==> src/rtl/ps2_keyboard_rx_pkg.sv <==
// ps2_pkg: shared types and constants for the PS/2 keyboard receiver.
// Also holds the arrow-key make codes that the VGA rectangle block uses.
package ps2_pkg;

    // Frame receiver states
    typedef enum logic [1:0] {
        IDLE   = 2'd0,
        DATA   = 2'd1,
        PARITY = 2'd2,
        STOP   = 2'd3
    } ps2_state_e;

    // Scan-code set 2 prefix bytes
    localparam logic [7:0] PS2_EXT_CODE = 8'hE0;
    localparam logic [7:0] PS2_BRK_CODE = 8'hF0;

    // Arrow-key make codes, also used by the VGA block
    localparam logic [7:0] UP    = 8'h75;
    localparam logic [7:0] DOWN  = 8'h72;
    localparam logic [7:0] LEFT  = 8'h6b;
    localparam logic [7:0] RIGHT = 8'h74;

    // Internal observation bundle: frame state plus the filtered fall pulse
    typedef struct packed {
        ps2_state_e state;
        logic [2:0] bitcnt;
        logic       parity;
        logic       fall;
    } ps2_dbg_t;

    // PS/2 uses odd parity: data bits plus parity bit hold an odd number of ones
    function automatic logic odd_parity_ok(input logic [7:0] d, input logic p);
        return ^{d, p};
    endfunction

endpackage

==> src/rtl/ps2_keyboard_rx_if.sv <==
// ps2_key_if: decoded key event bus from the PS/2 receiver to the VGA block.
//
// Handshake: flagkey is a valid-only strobe with no ready/backpressure. It is
// high for exactly one clk cycle and scancode/extended are valid in that same
// cycle; both hold their value until the next strobe. frame_err is an
// independent one-cycle pulse and is never high together with flagkey.
interface ps2_key_if;
    logic [7:0] scancode;
    logic       flagkey;
    logic       extended;
    logic       frame_err;

    // Receiver side drives the bus
    modport master (
        output scancode,
        output flagkey,
        output extended,
        output frame_err
    );

    // Consumer side (VGA block, testbench)
    modport slave (
        input scancode,
        input flagkey,
        input extended,
        input frame_err
    );
endinterface

==> src/rtl/ps2_keyboard_rx_pin_filter.sv <==
// ps2_pin_filter: synchronises the raw ps2clk/ps2data pins, debounces the
// clock with a FILTER_LEN run-length filter and emits a one-cycle pulse on
// each filtered 1->0 clock transition. Data is only synchronised; it is
// sampled by the frame logic when the fall pulse is high.
module ps2_pin_filter #(
    parameter int SYNC_STAGES = 2,
    parameter int FILTER_LEN  = 8
) (
    input  logic clk,
    input  logic reset,
    input  logic ps2clk,
    input  logic ps2data,
    output logic fall,
    output logic data_sync
);

    localparam int CW = (FILTER_LEN > 1) ? $clog2(FILTER_LEN) : 1;
    localparam logic [CW-1:0] CNT_MAX = CW'(FILTER_LEN - 1);

    logic [SYNC_STAGES-1:0] clk_sync;
    logic [SYNC_STAGES-1:0] dat_sync;
    logic                   clk_s;
    logic                   filt;
    logic [CW-1:0]          cnt;

    assign clk_s     = clk_sync[SYNC_STAGES-1];
    assign data_sync = dat_sync[SYNC_STAGES-1];

    // Synchroniser chains; preset high because an idle PS/2 line is high
    always_ff @(posedge clk or posedge reset) begin
        if (reset) begin
            clk_sync <= '1;
            dat_sync <= '1;
        end else begin
            clk_sync <= {clk_sync[SYNC_STAGES-2:0], ps2clk};
            dat_sync <= {dat_sync[SYNC_STAGES-2:0], ps2data};
        end
    end

    // Run-length filter: flip the filtered level after FILTER_LEN samples
    // that all differ from it; any agreeing sample restarts the run
    always_ff @(posedge clk or posedge reset) begin
        if (reset) begin
            filt <= 1'b1;
            cnt  <= '0;
            fall <= 1'b0;
        end else begin
            fall <= 1'b0;
            if (clk_s == filt) begin
                cnt <= '0;
            end else if (cnt == CNT_MAX) begin
                filt <= clk_s;
                cnt  <= '0;
                fall <= filt & ~clk_s;
            end else begin
                cnt <= cnt + 1'b1;
            end
        end
    end

endmodule

==> src/rtl/ps2_keyboard_rx.sv <==
// ps2_keyboard_rx: PS/2 keyboard receiver with scan-code set 2 decoding.
// Turns raw ps2clk/ps2data into one strobe per key press (make code plus
// E0-extended flag); break sequences are swallowed.
// Optional build macro PS2_PARITY_CHECK_EN: when defined, a bad odd-parity
// bit discards the byte like a stop-bit error; otherwise parity is ignored.
module ps2_keyboard_rx
    import ps2_pkg::*;
#(
    parameter int SYNC_STAGES    = 2,
    parameter int FILTER_LEN     = 8,
    parameter int TIMEOUT_CYCLES = 5000
) (
    input  logic     clk,
    input  logic     reset,
    input  logic     ps2clk,
    input  logic     ps2data,
    ps2_key_if.master key,
    output ps2_dbg_t dbg
);

    localparam int TW = $clog2(TIMEOUT_CYCLES);
    localparam logic [TW-1:0] T_MAX = TW'(TIMEOUT_CYCLES - 1);

    logic        fall;
    logic        data;

    ps2_state_e  state;
    logic [2:0]  bitcnt;
    logic [7:0]  shreg;
    logic        parity_bit;
    logic [TW-1:0] tcnt;
    logic        byte_done;
    logic [7:0]  byte_q;
    logic        frame_err_q;
    logic        stop_ok;

    logic [7:0]  scancode_q;
    logic        flagkey_q;
    logic        extended_q;
    logic        ext_pending;
    logic        brk_pending;

    ps2_pin_filter #(
        .SYNC_STAGES (SYNC_STAGES),
        .FILTER_LEN  (FILTER_LEN)
    ) u_pin_filter (
        .clk       (clk),
        .reset     (reset),
        .ps2clk    (ps2clk),
        .ps2data   (ps2data),
        .fall      (fall),
        .data_sync (data)
    );

`ifdef PS2_PARITY_CHECK_EN
    assign stop_ok = data & odd_parity_ok(shreg, parity_bit);
`else
    assign stop_ok = data;
`endif

    // Frame FSM: steps on filtered clock falls, aborts stalled frames
    always_ff @(posedge clk or posedge reset) begin
        if (reset) begin
            state       <= IDLE;
            bitcnt      <= '0;
            shreg       <= '0;
            parity_bit  <= 1'b0;
            tcnt        <= '0;
            byte_done   <= 1'b0;
            byte_q      <= '0;
            frame_err_q <= 1'b0;
        end else begin
            byte_done   <= 1'b0;
            frame_err_q <= 1'b0;
            if (fall) begin
                tcnt <= '0;
                case (state)
                    IDLE: begin
                        // A high start bit is line noise, not an error
                        if (!data) begin
                            state  <= DATA;
                            bitcnt <= '0;
                        end
                    end
                    DATA: begin
                        shreg  <= {data, shreg[7:1]};
                        bitcnt <= bitcnt + 3'd1;
                        if (bitcnt == 3'd7) begin
                            state <= PARITY;
                        end
                    end
                    PARITY: begin
                        parity_bit <= data;
                        state      <= STOP;
                    end
                    STOP: begin
                        state <= IDLE;
                        if (stop_ok) begin
                            byte_done <= 1'b1;
                            byte_q    <= shreg;
                        end else begin
                            frame_err_q <= 1'b1;
                        end
                    end
                    default: state <= IDLE;
                endcase
            end else if (state == IDLE) begin
                tcnt <= '0;
            end else if (tcnt == T_MAX) begin
                // Keyboard stopped mid-frame: drop the partial byte
                state       <= IDLE;
                tcnt        <= '0;
                frame_err_q <= 1'b1;
            end else begin
                tcnt <= tcnt + 1'b1;
            end
        end
    end

    // Set-2 decoder: track E0/F0 prefixes, strobe only on make codes
    always_ff @(posedge clk or posedge reset) begin
        if (reset) begin
            scancode_q  <= '0;
            flagkey_q   <= 1'b0;
            extended_q  <= 1'b0;
            ext_pending <= 1'b0;
            brk_pending <= 1'b0;
        end else begin
            flagkey_q <= 1'b0;
            if (frame_err_q) begin
                // A lost byte may have been part of a prefix sequence
                ext_pending <= 1'b0;
                brk_pending <= 1'b0;
            end else if (byte_done) begin
                if (byte_q == PS2_EXT_CODE) begin
                    ext_pending <= 1'b1;
                end else if (byte_q == PS2_BRK_CODE) begin
                    brk_pending <= 1'b1;
                end else if (brk_pending) begin
                    ext_pending <= 1'b0;
                    brk_pending <= 1'b0;
                end else begin
                    scancode_q  <= byte_q;
                    extended_q  <= ext_pending;
                    flagkey_q   <= 1'b1;
                    ext_pending <= 1'b0;
                end
            end
        end
    end

    assign key.scancode  = scancode_q;
    assign key.flagkey   = flagkey_q;
    assign key.extended  = extended_q;
    assign key.frame_err = frame_err_q;

    assign dbg.state  = state;
    assign dbg.bitcnt = bitcnt;
    assign dbg.parity = parity_bit;
    assign dbg.fall   = fall;

endmodule

==> src/flat_wrapper.sv <==
// flat-port wrapper written by rule: the top's interface ports become plain ports
module ps2_keyboard_rx_flat import ps2_pkg::*;
#(
    parameter int SYNC_STAGES    = 2,
    parameter int FILTER_LEN     = 8,
    parameter int TIMEOUT_CYCLES = 5000
)
  (clk, reset, ps2clk, ps2data, dbg, key_scancode, key_flagkey, key_extended, key_frame_err);
  ps2_key_if key_i ();
  input  logic clk;
  input  logic reset;
  input  logic ps2clk;
  input  logic ps2data;
  output ps2_dbg_t dbg;
  output wire logic [$bits(key_i.scancode)-1:0] key_scancode;
  output wire logic [$bits(key_i.flagkey)-1:0] key_flagkey;
  output wire logic [$bits(key_i.extended)-1:0] key_extended;
  output wire logic [$bits(key_i.frame_err)-1:0] key_frame_err;
  assign key_scancode = key_i.scancode;
  assign key_flagkey = key_i.flagkey;
  assign key_extended = key_i.extended;
  assign key_frame_err = key_i.frame_err;
  ps2_keyboard_rx #(.SYNC_STAGES(SYNC_STAGES), .FILTER_LEN(FILTER_LEN), .TIMEOUT_CYCLES(TIMEOUT_CYCLES)) u_core (.clk(clk), .reset(reset), .ps2clk(ps2clk), .ps2data(ps2data), .key(key_i), .dbg(dbg));
endmodule
==> config.mk <==
export PLATFORM = sky130hd
export DESIGN_NAME = ps2_keyboard_rx_flat
export DESIGN_NICKNAME = d
export VERILOG_FILES = /design/src/rtl/ps2_keyboard_rx_pkg.sv /design/src/rtl/ps2_keyboard_rx_if.sv /design/src/rtl/ps2_keyboard_rx_pin_filter.sv /design/src/rtl/ps2_keyboard_rx.sv /design/src/flat_wrapper.sv
export SDC_FILE = /design/constraint.sdc
export NUM_CORES = 1
export LEC_CHECK = 0
export ABC_CLOCK_PERIOD_IN_PS = 2200
export BUFFER_PORTS_ARGS = -buffer_cell sky130_fd_sc_hd__buf_2
export CORE_MARGIN = 2
export CORE_UTILIZATION = 55
export DETAILED_ROUTE_END_ITERATION = 8
export HOLD_SLACK_MARGIN = 0.06
export PLACE_DENSITY = 0.74
export SYNTH_ARGS = -nofsm -noshare
export SYNTH_HDL_FRONTEND = slang
export SYNTH_SLANG_ARGS = --single-unit
==> constraint.sdc <==
create_clock -name clk -period 2.2 [get_ports clk]
set_input_delay 0.11 -clock clk [delete_from_list [all_inputs] [get_ports clk]]
set_output_delay 0.11 -clock clk [all_outputs]
set_load 0.05 [all_outputs]
# After elaboration in Yosys (flattened, before gate mapping)
# Index checks and enable logic that the tools add are counted.
[totals]
out_inout_bits = 18
elab_cells = 91
register_bits = 58
[classes]
reduce_logical = 13
eq_ne = 14
muxes = 36
n_addsub = 3
bitwise = 7
[ops]
columns = ["operator", "n"]
rows = [
  ["$mux W13", 3],
  ["$mux W1", 23],
  ["$eq A8 B8 Y1 const B", 2],
  ["$add A13 B1 Y13 const B", 1],
  ["$eq A13 B13 Y1 const B", 1],
  ["$mux W2", 5],
  ["$reduce_and A2 Y1", 5],
  ["$mux W3", 3],
  ["$pmux W2 S4", 1],
  ["$add A3 B1 Y3 const B", 2],
  ["$eq A3 B3 Y1 const B", 2],
  ["$not A1 Y1", 6],
  ["$pmux W3 S2", 1],
  ["$reduce_and A3 Y1", 2],
  ["$reduce_bool A2 Y1", 3],
  ["$reduce_and A5 Y1", 1],
  ["$eq A2 B2 Y1 const B", 2],
  ["$ne A2 B2 Y1 const B", 2],
  ["$reduce_and A4 Y1", 1],
  ["$ne A3 B1 Y1 const B", 1],
  ["$ne A3 B2 Y1 const B", 1],
  ["$eq A2 B1 Y1 const B", 1],
  ["$logic_not A2 Y1", 1],
  ["$ne A2 B1 Y1 const B", 1],
  ["2 further kinds", 2],
]

# Longest topological paths before layout
# Gate-level depths: netlist of run 1.
[logic_depth]
depth_word = 5
ltp_mapped = 7
mapped_depth_nobuf = 5

# By module
# A second synthesis of run 1 with hierarchy kept.
[unflattened]
hier_cells = 189
area_unflattened_um2 = 2474.9
[modules_own_cells]
columns = ["mod", "seq_area_each_um2", "instances", "cells_per_inst", "area_per_inst_um2"]
rows = [
  ["ps2_keyboard_rx", 1226.2, 1, 169, 2145.8],
  ["ps2_pin_filter", 231.5, 1, 20, 329.1],
]

# Least setup slack after synthesis of run 1
# OpenSTA, ideal clock, no wires.
[synth_path]
path_type = "flip-flop to flip-flop"
startpoint = "register u_core.state[1]"
endpoint = "register u_core.shreg[0]"
n_path_buf = 1
path_slack_ps = 351
synth_period_minus_slack_ps = 1849
arrival_time_ps = 1725
setup_time_ps = 125
stages_incl_launch_ff = 6
required_ps = 2075
cell_sequence = "dfrtp_1 inv_1 ha_1 and2_0 clkbuf_1 mux2_2"
[synth_between]
elab_chain_len = 2
[synth_lines]
columns = ["item", "line", "source"]
rows = [
  ["from (decl)", "ps2_keyboard_rx.sv:27", "ps2_state_e state;"],
  ["from (signal assigned)", "ps2_keyboard_rx.sv:64", "state <= IDLE;"],
  ["from (signal assigned)", "ps2_keyboard_rx.sv:81", "state <= DATA;"],
  ["from (signal assigned)", "ps2_keyboard_rx.sv:89", "state <= PARITY;"],
  ["$eq A2 B1 Y1", "ps2_keyboard_rx.sv:77", "case (state)"],
  ["$reduce_and A2 Y1 (no source line)", "-", ""],
  ["to (signal assigned)", "ps2_keyboard_rx.sv:86", "shreg <= {data, shreg[7:1]};"],
  ["to (decl)", "ps2_keyboard_rx.sv:29", "logic [7:0] shreg;"],
]
# No other way between the ends.
# A chain may end at the register's enable or synchronous reset.

# Worst setup path after layout of run 1
[layout_path]
startpoint = "register u_core.tcnt[6]"
endpoint = "register u_core.state[1]"
[layout_between]
elab_chain_len = 3
[layout_lines]
columns = ["item", "line", "source"]
rows = [
  ["from (decl)", "ps2_keyboard_rx.sv:31", "logic [TW-1:0] tcnt;"],
  ["from (signal assigned)", "ps2_keyboard_rx.sv:115", "tcnt <= tcnt + 1'b1;"],
  ["$eq A13 B13 Y1", "ps2_keyboard_rx.sv:109", "end else if (tcnt == T_MAX) begin"],
  ["$reduce_bool A2 Y1 (no source line)", "-", ""],
  ["$reduce_and A4 Y1 (no source line)", "-", ""],
  ["to (signal assigned)", "ps2_keyboard_rx.sv:97", "state <= IDLE;"],
  ["to (signal assigned)", "ps2_keyboard_rx.sv:105", "default: state <= IDLE;"],
  ["to (signal assigned)", "ps2_keyboard_rx.sv:111", "state <= IDLE;"],
]
# No other way between the ends.

==> results of run 1 <==
-- cells in the final DEF, fill, tap and decap left out, types with 3 or more instances in the layout --
master / count
ha_1: 11
nand3_1: 9
buf_2: 21
nor2_1: 8
a21oi_1: 12
clkinv_2: 3
o31ai_1: 7
or4_1: 4
or3_1: 4
a211oi_1: 3
inv_1: 12
nand4_1: 4
dfstp_2: 5
dfrtp_1: 53
clkbuf_8: 11
buf_4: 3
o21ai_0: 10
dlygate4sd3_1: 3
mux2_2: 22
nor2b_1: 4
nand2_1: 12
-- sequential cells by signal, indices dropped and copies added, names as in the netlist, 2 cells and up --
signal and flops:
u_core.state 2, u_core.u_pin_filter.clk_sync 2, u_core.u_pin_filter.dat_sync 2, u_core.shreg 8, u_core.tcnt 13, u_core.u_pin_filter.cnt 3, u_core.byte_q 8, u_core.bitcnt 3
u_core.key.scancode 8
-- layer usage --
| metal | share of wire | vias to the layer above |
|---|---|---|
| met3 | 0.057 | 4 |
| met1 | 0.47 | 814 |
| met5 | 0 | - |
| met2 | 0.46 | 58 |
| met4 | 0.0076 | 0 |
| li1 | - | 834 |
-- worst max-delay path: cells and delay by family (launching register included) --
family	cells	cell delay [ps]
AOI/OAI and AO/OA	1	350
and+or+nand+nor	2	1010
DFF	1	420
-- power groups by stage --
stage	clock network, uW	logic, uW	registers, uW
global route	907	517	1250
global placement	0	444	1260
floorplan	0	305	1270
finish	841	454	1240
CTS	869	460	1240
detailed placement	0	451	1260
-- per-stage QoR --
step / instances / area, sq um / setup slack [ps] / hold slack (ps) / power (uW)
after detailed placement: 284 / 2730 / 320 / 188 / 1710
final: 302 / 2930 / 311 / 356 / 2530
after floorplan: 215 / 2560 / 351 / 114 / 1580
after CTS: 302 / 2930 / 311 / 358 / 2570
after global routing: 302 / 2930 / 258 / 358 / 2670
after global placement: 284 / 2730 / 357 / 186 / 1700
-- path summary, 6_finish.rpt --
path | start | end | slack, ps | cells after the start
max | u_core.tcnt[6]$_DFF_PP0_ | u_core.state[1]$_DFFE_PP0P_ | 310 | 3
min | u_core.u_pin_filter.dat_sync[0]$_DFF_PP1_ | u_core.u_pin_filter.dat_sync[1]$_DFF_PP1_ | 360 | 0
max reg2reg | u_core.tcnt[6]$_DFF_PP0_ | u_core.state[1]$_DFFE_PP0P_ | 310 | 3
min reg2reg | u_core.u_pin_filter.dat_sync[0]$_DFF_PP1_ | u_core.u_pin_filter.dat_sync[1]$_DFF_PP1_ | 360 | 0
max in group asynchronous | reset | u_core.u_pin_filter.clk_sync[0]$_DFF_PP1_ | 1520 | 4
min in group asynchronous | reset | u_core.shreg[7]$_DFFE_PP0N_ | 380 | 4
-- final cells by class --
| type | instances | area (sq um) |
|---|---|---|
| Tap cell | 52 | 65.1 |
| Multi-Input combinational cell | 136 | 1010 |
| Fill cell | 343 | 1480 |
| Clock buffer | 12 | 155 |
| Timing Repair Buffer | 28 | 178 |
| Inverter | 13 | 48.8 |
| Sequential cell | 58 | 1460 |
| Clock inverter | 3 | 15.0 |
-- cells by family after synthesis --
kind of cell             after synthesis
AND/OR/NAND/NOR                       58
flip-flops                            58
multiplexers                          23
AO/OA/AOI/OAI                         41
buffers and inverters                 21
XOR/XNOR                               3
adder cells (fa/ha/maj)               11
==> results.toml, run 1 <==
[yosys]
synth_top_family_by_area = "simple AND/OR/NAND/NOR gates"
synth_edf_count = 0
yosysSeqAreaShare = 0.569
synthTopCellsByArea = "dfrtp_1 52%, mux2_2 9.7%, ha_1 5.4%"
yosys.area_share.simple = 0.128
synth-seq-cells = 58
post_synth.cell_area_avg_sq_um = 11.9
synth_warnings = 0
synthMuxAreaShare = 0.101
synth_top_area_share = 0.518
ys_types = 40
yosysMostFrequentCell = "dfrtp_1"
synthCells = 215
yosys.area_share.adder = 0.0537
async_flop_share = 1.00
synthXorXnorAreaFrac = 0.0103
synthTopCellsByCount = "53 x dfrtp_1, 22 x mux2_2, 13 x inv_1"
syn-num-nets = 230
netlist_area_sq_um = 2560
yosysTopAreaCell = "dfrtp_1"
synth_flop_cell = "dfrtp_1"
synth_compound_area_frac = 0.104

[cts]
cts.clk_slew.worst_paths_ps = 60
cts_resized = 0
numClockSinks = 58
cts_htree_levels = 3
cts_made_buffers = 9
root_buffer = "clkbuf_8"
cts_setup_buffers = 0
cts_tree = "built"
clkLatencyLatePin_ps = 320
clock_path_buffers = 2
hold_buffers = 3

[power]
comb_power_share = 0.179
intPower_uw = 1800
peakVddDrop_uv = 514
seq_power_share = 0.489
switching_share = 0.289
p_per_area_nw_per_um2 = 863
p_leak_uw = 0.00142
power_switching_uw = 732
clkPwrFrac = 0.332

[sta]
rsz0062_at_grt = "false"
finalHoldViolCount = 0
post-route-min-period_ps = 1890
fmax_mhz = 529
final.period_utilization = 0.859
maxSlewViolCount = 0
finalSetupViolations = 0
fin_worst_skew_ps = 5.92
slew_headroom = 0.680
worst_slew_pin_slew_ps = 480
tns_ps = 0

[routing]
via_count = 1710
routed_wl_mm = 4.19
ant_nets = 0
drt_iter0_markers = 112
dr.pass1.iters = 4
wire_per_inst_um = 13.9
drcViolationCount = 0
via_per_inst = 5.66

[grt]
grt_max_degree = 59
grtUsageMet1 = 0.238
globalRouteMet2Util = 0.261
first_global_vias = 1565
grt_use_total = 0.174
grt_overflow_total = 0
busiest_layer = "met2"
grt_pass1_wl_mm = 6.95
antenna_found_initial = 0
grtUsageMet3 = 0.0542

[placed_design]
io_buffers = 21
hpwl_mm = 2.85
gp_congestion = 0.758

[critical_path]
slowest_delay_ps = 580
start_kind = "register"
slowest_stage = "or4b_1"
path_cells = "or4b_1, or3_4, a221o_1"
arrival_ps = 2090
cp_max_fo = 6
cp_data_required_time_ps = 2400
criticalPathCategory = "reg2reg"
cp-end-kind = "register"

[cells_and_area]
fin_util = 0.665
drive_above_1_share = 0.280
area_growth_pct = 14.6
final_net_count = 261
antenna_cells = 0

[die]
die_h_um = 72.2
start_util = 0.580
io_pins = 22
die_w_um = 72.2
core_area_sq_um = 4410
num_rows = 24
dieArea_sq_um = 5220

[job]
maxCapViolCount = 0

[run_status]
status = "finished clean"

[worst_hold_path]
hold_path_class = "reg2reg"
(Power assumes the default switching activity.)
==> run 2, diff against run 1 <==
Settings changed: ABC_CLOCK_PERIOD_IN_PS 2200 to 1600, CORE_UTILIZATION 55 to 53, PLACE_DENSITY 0.74 to 0.75.
Clock period 2.2 ns to 1.6 ns, I/O delays scaled along.
==> run 2 against run 1 <==
Against the previous run: critical endpoint unchanged; first-iteration DRC count fell by 27%; cell area rose by 8.1%; setup slack got worse by 480 ps; maximum frequency rose by 6.8%; the run now ends with setup timing left; clock skew rose by 1.5 ps; critical path type unchanged.
==> results.toml, run 2 (same netlist as run 1, synthesis figures left out) <==
[power]
seq_power_share = 0.432
clkPwrFrac = 0.352
p_leak_uw = 0.00154
peakVddDrop_uv = 971
intPower_uw = 2740
comb_power_share = 0.217
p_per_area_nw_per_um2 = 1210
switching_share = 0.289
power_switching_uw = 1110

[grt]
grt_max_degree = 59
grt_pass1_wl_mm = 7.53
grt_overflow_total = 0
antenna_found_initial = 0
first_global_vias = 1619
grt_use_total = 0.191

[die]
num_rows = 25
core_area_sq_um = 4690
die_w_um = 73.5
start_util = 0.546
dieArea_sq_um = 5400
die_h_um = 73.5
io_pins = 22

[cells_and_area]
seq_area_sq_um = 1460
final_net_count = 283
multi_input_comb_area_sq_um = 1040
largest_reg_flops = 13
layout_common_cells = "49 x dfrtp_1, 23 x buf_4, 22 x mux2_2, 22 x buf_2"
antenna_cells = 0
top_register = "u_core.tcnt"
fin_util = 0.676
final_cells = 327
final_common_cell = "dfrtp_1"
area_growth_pct = 23.8
fill_cells = 320
drive_above_1_share = 0.388

[placed_design]
hpwl_mm = 3.00
dp_slack_ps = -180
dp.cells = 304
gp_congestion = 0.882
io_buffers = 21

[sta]
maxSlewViolCount = 0
slew_headroom = 0.736
fin_worst_skew_ps = 7.40
worst_slew_pin_slew_ps = 387
post-route-min-period_ps = 1770
rsz0062_at_grt = "true"
finalHoldViolCount = 0
fmax_mhz = 565
finalSetupViolations = 16
final.setup.worst_slack_ps = -169
final.period_utilization = 1.11

[routing]
dr.pass1.iters = 4
ant_nets = 0
via_per_inst = 5.53
drcViolationCount = 0
drt_iter0_markers = 82
via_count = 1809
wire_per_inst_um = 13.9
routed_wl_mm = 4.56

[worst_hold_path]
hold_path_class = "in2async"

[cts]
numClockSinks = 58
cts.clk_slew.worst_paths_ps = 70
clkLatencyLatePin_ps = 340
cts_htree_levels = 3
cts_made_buffers = 9
clock_path_buffers = 2
cts_tree = "built"
root_buffer = "clkbuf_8"

[critical_path]
slowest_delay_ps = 560
cp-end-kind = "register"
cp_max_fo = 3
cp_data_required_time_ps = 1820
arrival_ps = 1990
criticalPathCategory = "reg2reg"
slowest_stage = "or4b_4"
path_cells = "or4b_4, or3_4, a221o_1"
start_kind = "register"

[job]
maxCapViolCount = 0

[run_status]
status = "finished, violations left"
violations = "setup timing"
==> run 2: cell type report <==
class,instances,share of cell area
sequential,58,0.461
multi-input combinational,136,0.329
timing repair buffer,50,0.108
clock buffer,10,0.0434
tap,54,0.0213
clock inverter,6,0.0209
inverter,13,0.0154
==> run 2: timing repair <==
action                                  4_1_cts  5_1_grt
pin swaps                                     2        3
hold buffers                                  3        0
gates resized for setup                       0        7
endpoints found under the setup margin       11       28
endpoints found under the hold margin        56        0
setup buffers                                 2        1
gates cloned                                  0        1
==> run 2: power groups by stage <==
stage	Clock, uW	Combinational [uW]	Sequential (uW)
2_1_floorplan	0	442	1760
3_3_place_gp	0	764	1680
3_5_place_dp	0	777	1690
4_1_cts	1380	824	1660
5_1_grt	1480	928	1670
6_report	1350	835	1660
==> run 2: path summary, 6_finish.rpt <==
kind                                                            from  cells past startpoint  slack (ps)                                        end
min in group clk           u_core.u_pin_filter.clk_sync[0]$_DFF_PP1_                      0         350  u_core.u_pin_filter.clk_sync[1]$_DFF_PP1_
setup / recovery                            u_core.tcnt[4]$_DFF_PP0_                      3        -170                u_core.state[1]$_DFFE_PP0P_
max in group asynchronous                                      reset                      4         970  u_core.u_pin_filter.clk_sync[0]$_DFF_PP1_
setup reg to reg                            u_core.tcnt[4]$_DFF_PP0_                      3        -170                u_core.state[1]$_DFFE_PP0P_
hold reg to reg            u_core.u_pin_filter.clk_sync[0]$_DFF_PP1_                      0         350  u_core.u_pin_filter.clk_sync[1]$_DFF_PP1_
hold / removal                                                 reset                      4         340             u_core.ext_pending$_DFFE_PP0P_
==> run 2: critical path: cells and delay by family, from the launching register on <==
kind / cells / cell delay [ps]
compound gates: 1 / 320
simple gates: 2 / 950
flops: 1 / 380
==> run 2: per-layer routing <==
metal  track usage  up-vias  share of wire
li1              -      886              -
met3        0.0617       10          0.034
met5             0        -              0
met2         0.256       32           0.46
met4         0.117        0          0.021
met1         0.268      881           0.49
==> run 2: metrics by stage <==
step | instance area (sq um) | setup TNS [ps] | hold slack [ps] | total power, uW
finish | 3170 | -1580 | 335 | 3850
CTS | 3140 | -1650 | 338 | 3870
global placement | 2890 | -229 | 163 | 2440
detailed placement | 2890 | -322 | 160 | 2470
global route | 3170 | -2630 | 357 | 4080
floorplan | 2580 | -740 | 84.5 | 2200
==> run 3, diff against run 2 <==
Settings changed: ABC_CLOCK_PERIOD_IN_PS 1600 to 1480, GPL_TIMING_DRIVEN set to 1.
Clock period 1.6 ns to 1.48 ns, I/O delays scaled along.
==> run 3 against run 2 <==
Against the previous run: the flow still finishes with violations (setup timing); sequential power is 9% higher; maximum frequency is 0.61% lower; sequential cell count unchanged; final cell count grew 4.0%; global-route usage is 2.7 points higher; sequential share of layout area is 2.9 points lower; setup slack got worse by 130 ps; critical path depth unchanged; clock power increased by 10%; core utilization increased by 4.5 points; critical path type unchanged.
==> results.toml, run 3 (same netlist as run 1, synthesis figures left out) <==
[run_status]
status = "finished, violations left"
violations = "setup timing"

[critical_path]
slowest_delay_ps = 540
slowest_stage = "or4b_4"
criticalPathCategory = "reg2reg"
cp_top_family = "simple AND/OR/NAND/NOR gates"
cp_max_fo = 3
start_kind = "register"
cp_data_required_time_ps = 1700
worst-path-buf-inv = 0
cp-end-kind = "register"
path_cells = "or4b_4, or3_4, a221o_1"
arrival_ps = 2000

[routing]
ant_nets = 0
dr.pass1.iters = 4
drcViolationCount = 0
wire_per_inst_um = 15.5
drt_iter0_markers = 141
routed_wl_mm = 5.27
via_per_inst = 5.60
via_count = 1905

[power]
p_per_area_nw_per_um2 = 1250
p_leak_uw = 0.00163
fin_total_pwr_uw = 4220
peakVddDrop_uv = 831

[cts]
clock_path_buffers = 2
cts.clk_slew.worst_paths_ps = 70
cts_made_buffers = 9
clkLatencyLatePin_ps = 340
numClockSinks = 58
root_buffer = "clkbuf_8"
cts_tree = "built"
cts_htree_levels = 3

[cells_and_area]
drive_above_1_share = 0.441
fin_util = 0.721
area_growth_pct = 32.1
seq_area_sq_um = 1460
multi_input_comb_area_sq_um = 1120
final_net_count = 296
final_common_cell = "dfrtp_1"
antenna_cells = 0
top_register = "u_core.tcnt"
largest_reg_flops = 13
layout_common_cells = "49 x dfrtp_1, 35 x buf_4, 21 x buf_2"
fill_cells = 318

[die]
core_area_sq_um = 4690
die_w_um = 73.5
dieArea_sq_um = 5400
io_pins = 22
num_rows = 25
start_util = 0.546
die_h_um = 73.5

[sta]
hold-worst-slack_ps = 353
post-route-min-period_ps = 1780
fmax_mhz = 562
final.setup.worst_slack_ps = -300
maxSlewViolCount = 0
fin_worst_skew_ps = 8.66
rsz0062_at_grt = "true"
slew_headroom = 0.695
finalSetupViolations = 23
final.period_utilization = 1.20
worst_slew_pin_slew_ps = 446
finalHoldViolCount = 0

[job]
maxCapViolCount = 0

[grt]
grt_use_total = 0.218
antenna_found_initial = 0
grt_overflow_total = 0
first_global_vias = 1933
grt_max_degree = 59
grt_pass1_wl_mm = 8.72

[placed_design]
gp_congestion = 0.826
io_buffers = 21
hpwl_mm = 3.36

[worst_hold_path]
hold_path_class = "in2async"
==> run 3: area by class of cell <==
class	instances	share of cell area
sequential	58	0.432
multi-input combinational	136	0.332
timing repair buffer	63	0.140
clock buffer	9	0.0366
clock inverter	7	0.0233
tap	54	0.0200
inverter	13	0.0155
==> run 3: final timing paths <==
path | from | endpoint | slack (ps) | cells past startpoint
setup / recovery | u_core.tcnt[5]$_DFF_PP0_ | u_core.state[1]$_DFFE_PP0P_ | -300 | 3
hold / removal | reset | u_core.shreg[6]$_DFFE_PP0N_ | 350 | 4
setup reg to reg | u_core.tcnt[5]$_DFF_PP0_ | u_core.state[1]$_DFFE_PP0P_ | -300 | 3
hold reg to reg | u_core.u_pin_filter.dat_sync[0]$_DFF_PP1_ | u_core.u_pin_filter.dat_sync[1]$_DFF_PP1_ | 360 | 0
max in group asynchronous | reset | u_core.u_pin_filter.dat_sync[0]$_DFF_PP1_ | 830 | 4
min in group clk | u_core.u_pin_filter.dat_sync[0]$_DFF_PP1_ | u_core.u_pin_filter.dat_sync[1]$_DFF_PP1_ | 360 | 0
==> run 3: what timing repair did <==
action,in CTS,in global routing
resized for setup,5,8
pin swaps,2,1
buffers inserted,3,0
hold buffers,3,0
cloned,1,0
hold endpoints to repair,55,0
endpoints found under the setup margin,29,30
==> run 3: power by group <==
group,total (uW),switching (uW),leakage [uW],internal [uW]
clock network,1490,705,0.0000921,787
registers,1810,91.0,0.000773,1720
logic,923,495,0.000770,429
==> run 3: tightest hold or removal path, delay by kind of cell <==
kind,cells,cell delay (ps)
buffers and inverters,4,1000
==> run 3: stage by stage <==
stage | setup WS (ps) | instances | instance area (sq um) | TNS (ps)
detailed placement | -291 | 317 | 3050 | -3250
global route | -360 | 340 | 3380 | -4750
global placement | -256 | 317 | 3050 | -2720
finish | -300 | 340 | 3380 | -2170
floorplan | -263 | 215 | 2660 | -2800
CTS | -299 | 340 | 3360 | -2290
==> run 3: routing by layer <==
metal	vias up	GRT usage	routed length, um
met1	947	0.270	2270
li1	905	-	-
met3	11	0.0686	211
met4	0	0.109	116
met2	42	0.345	2670
met5	-	0	0
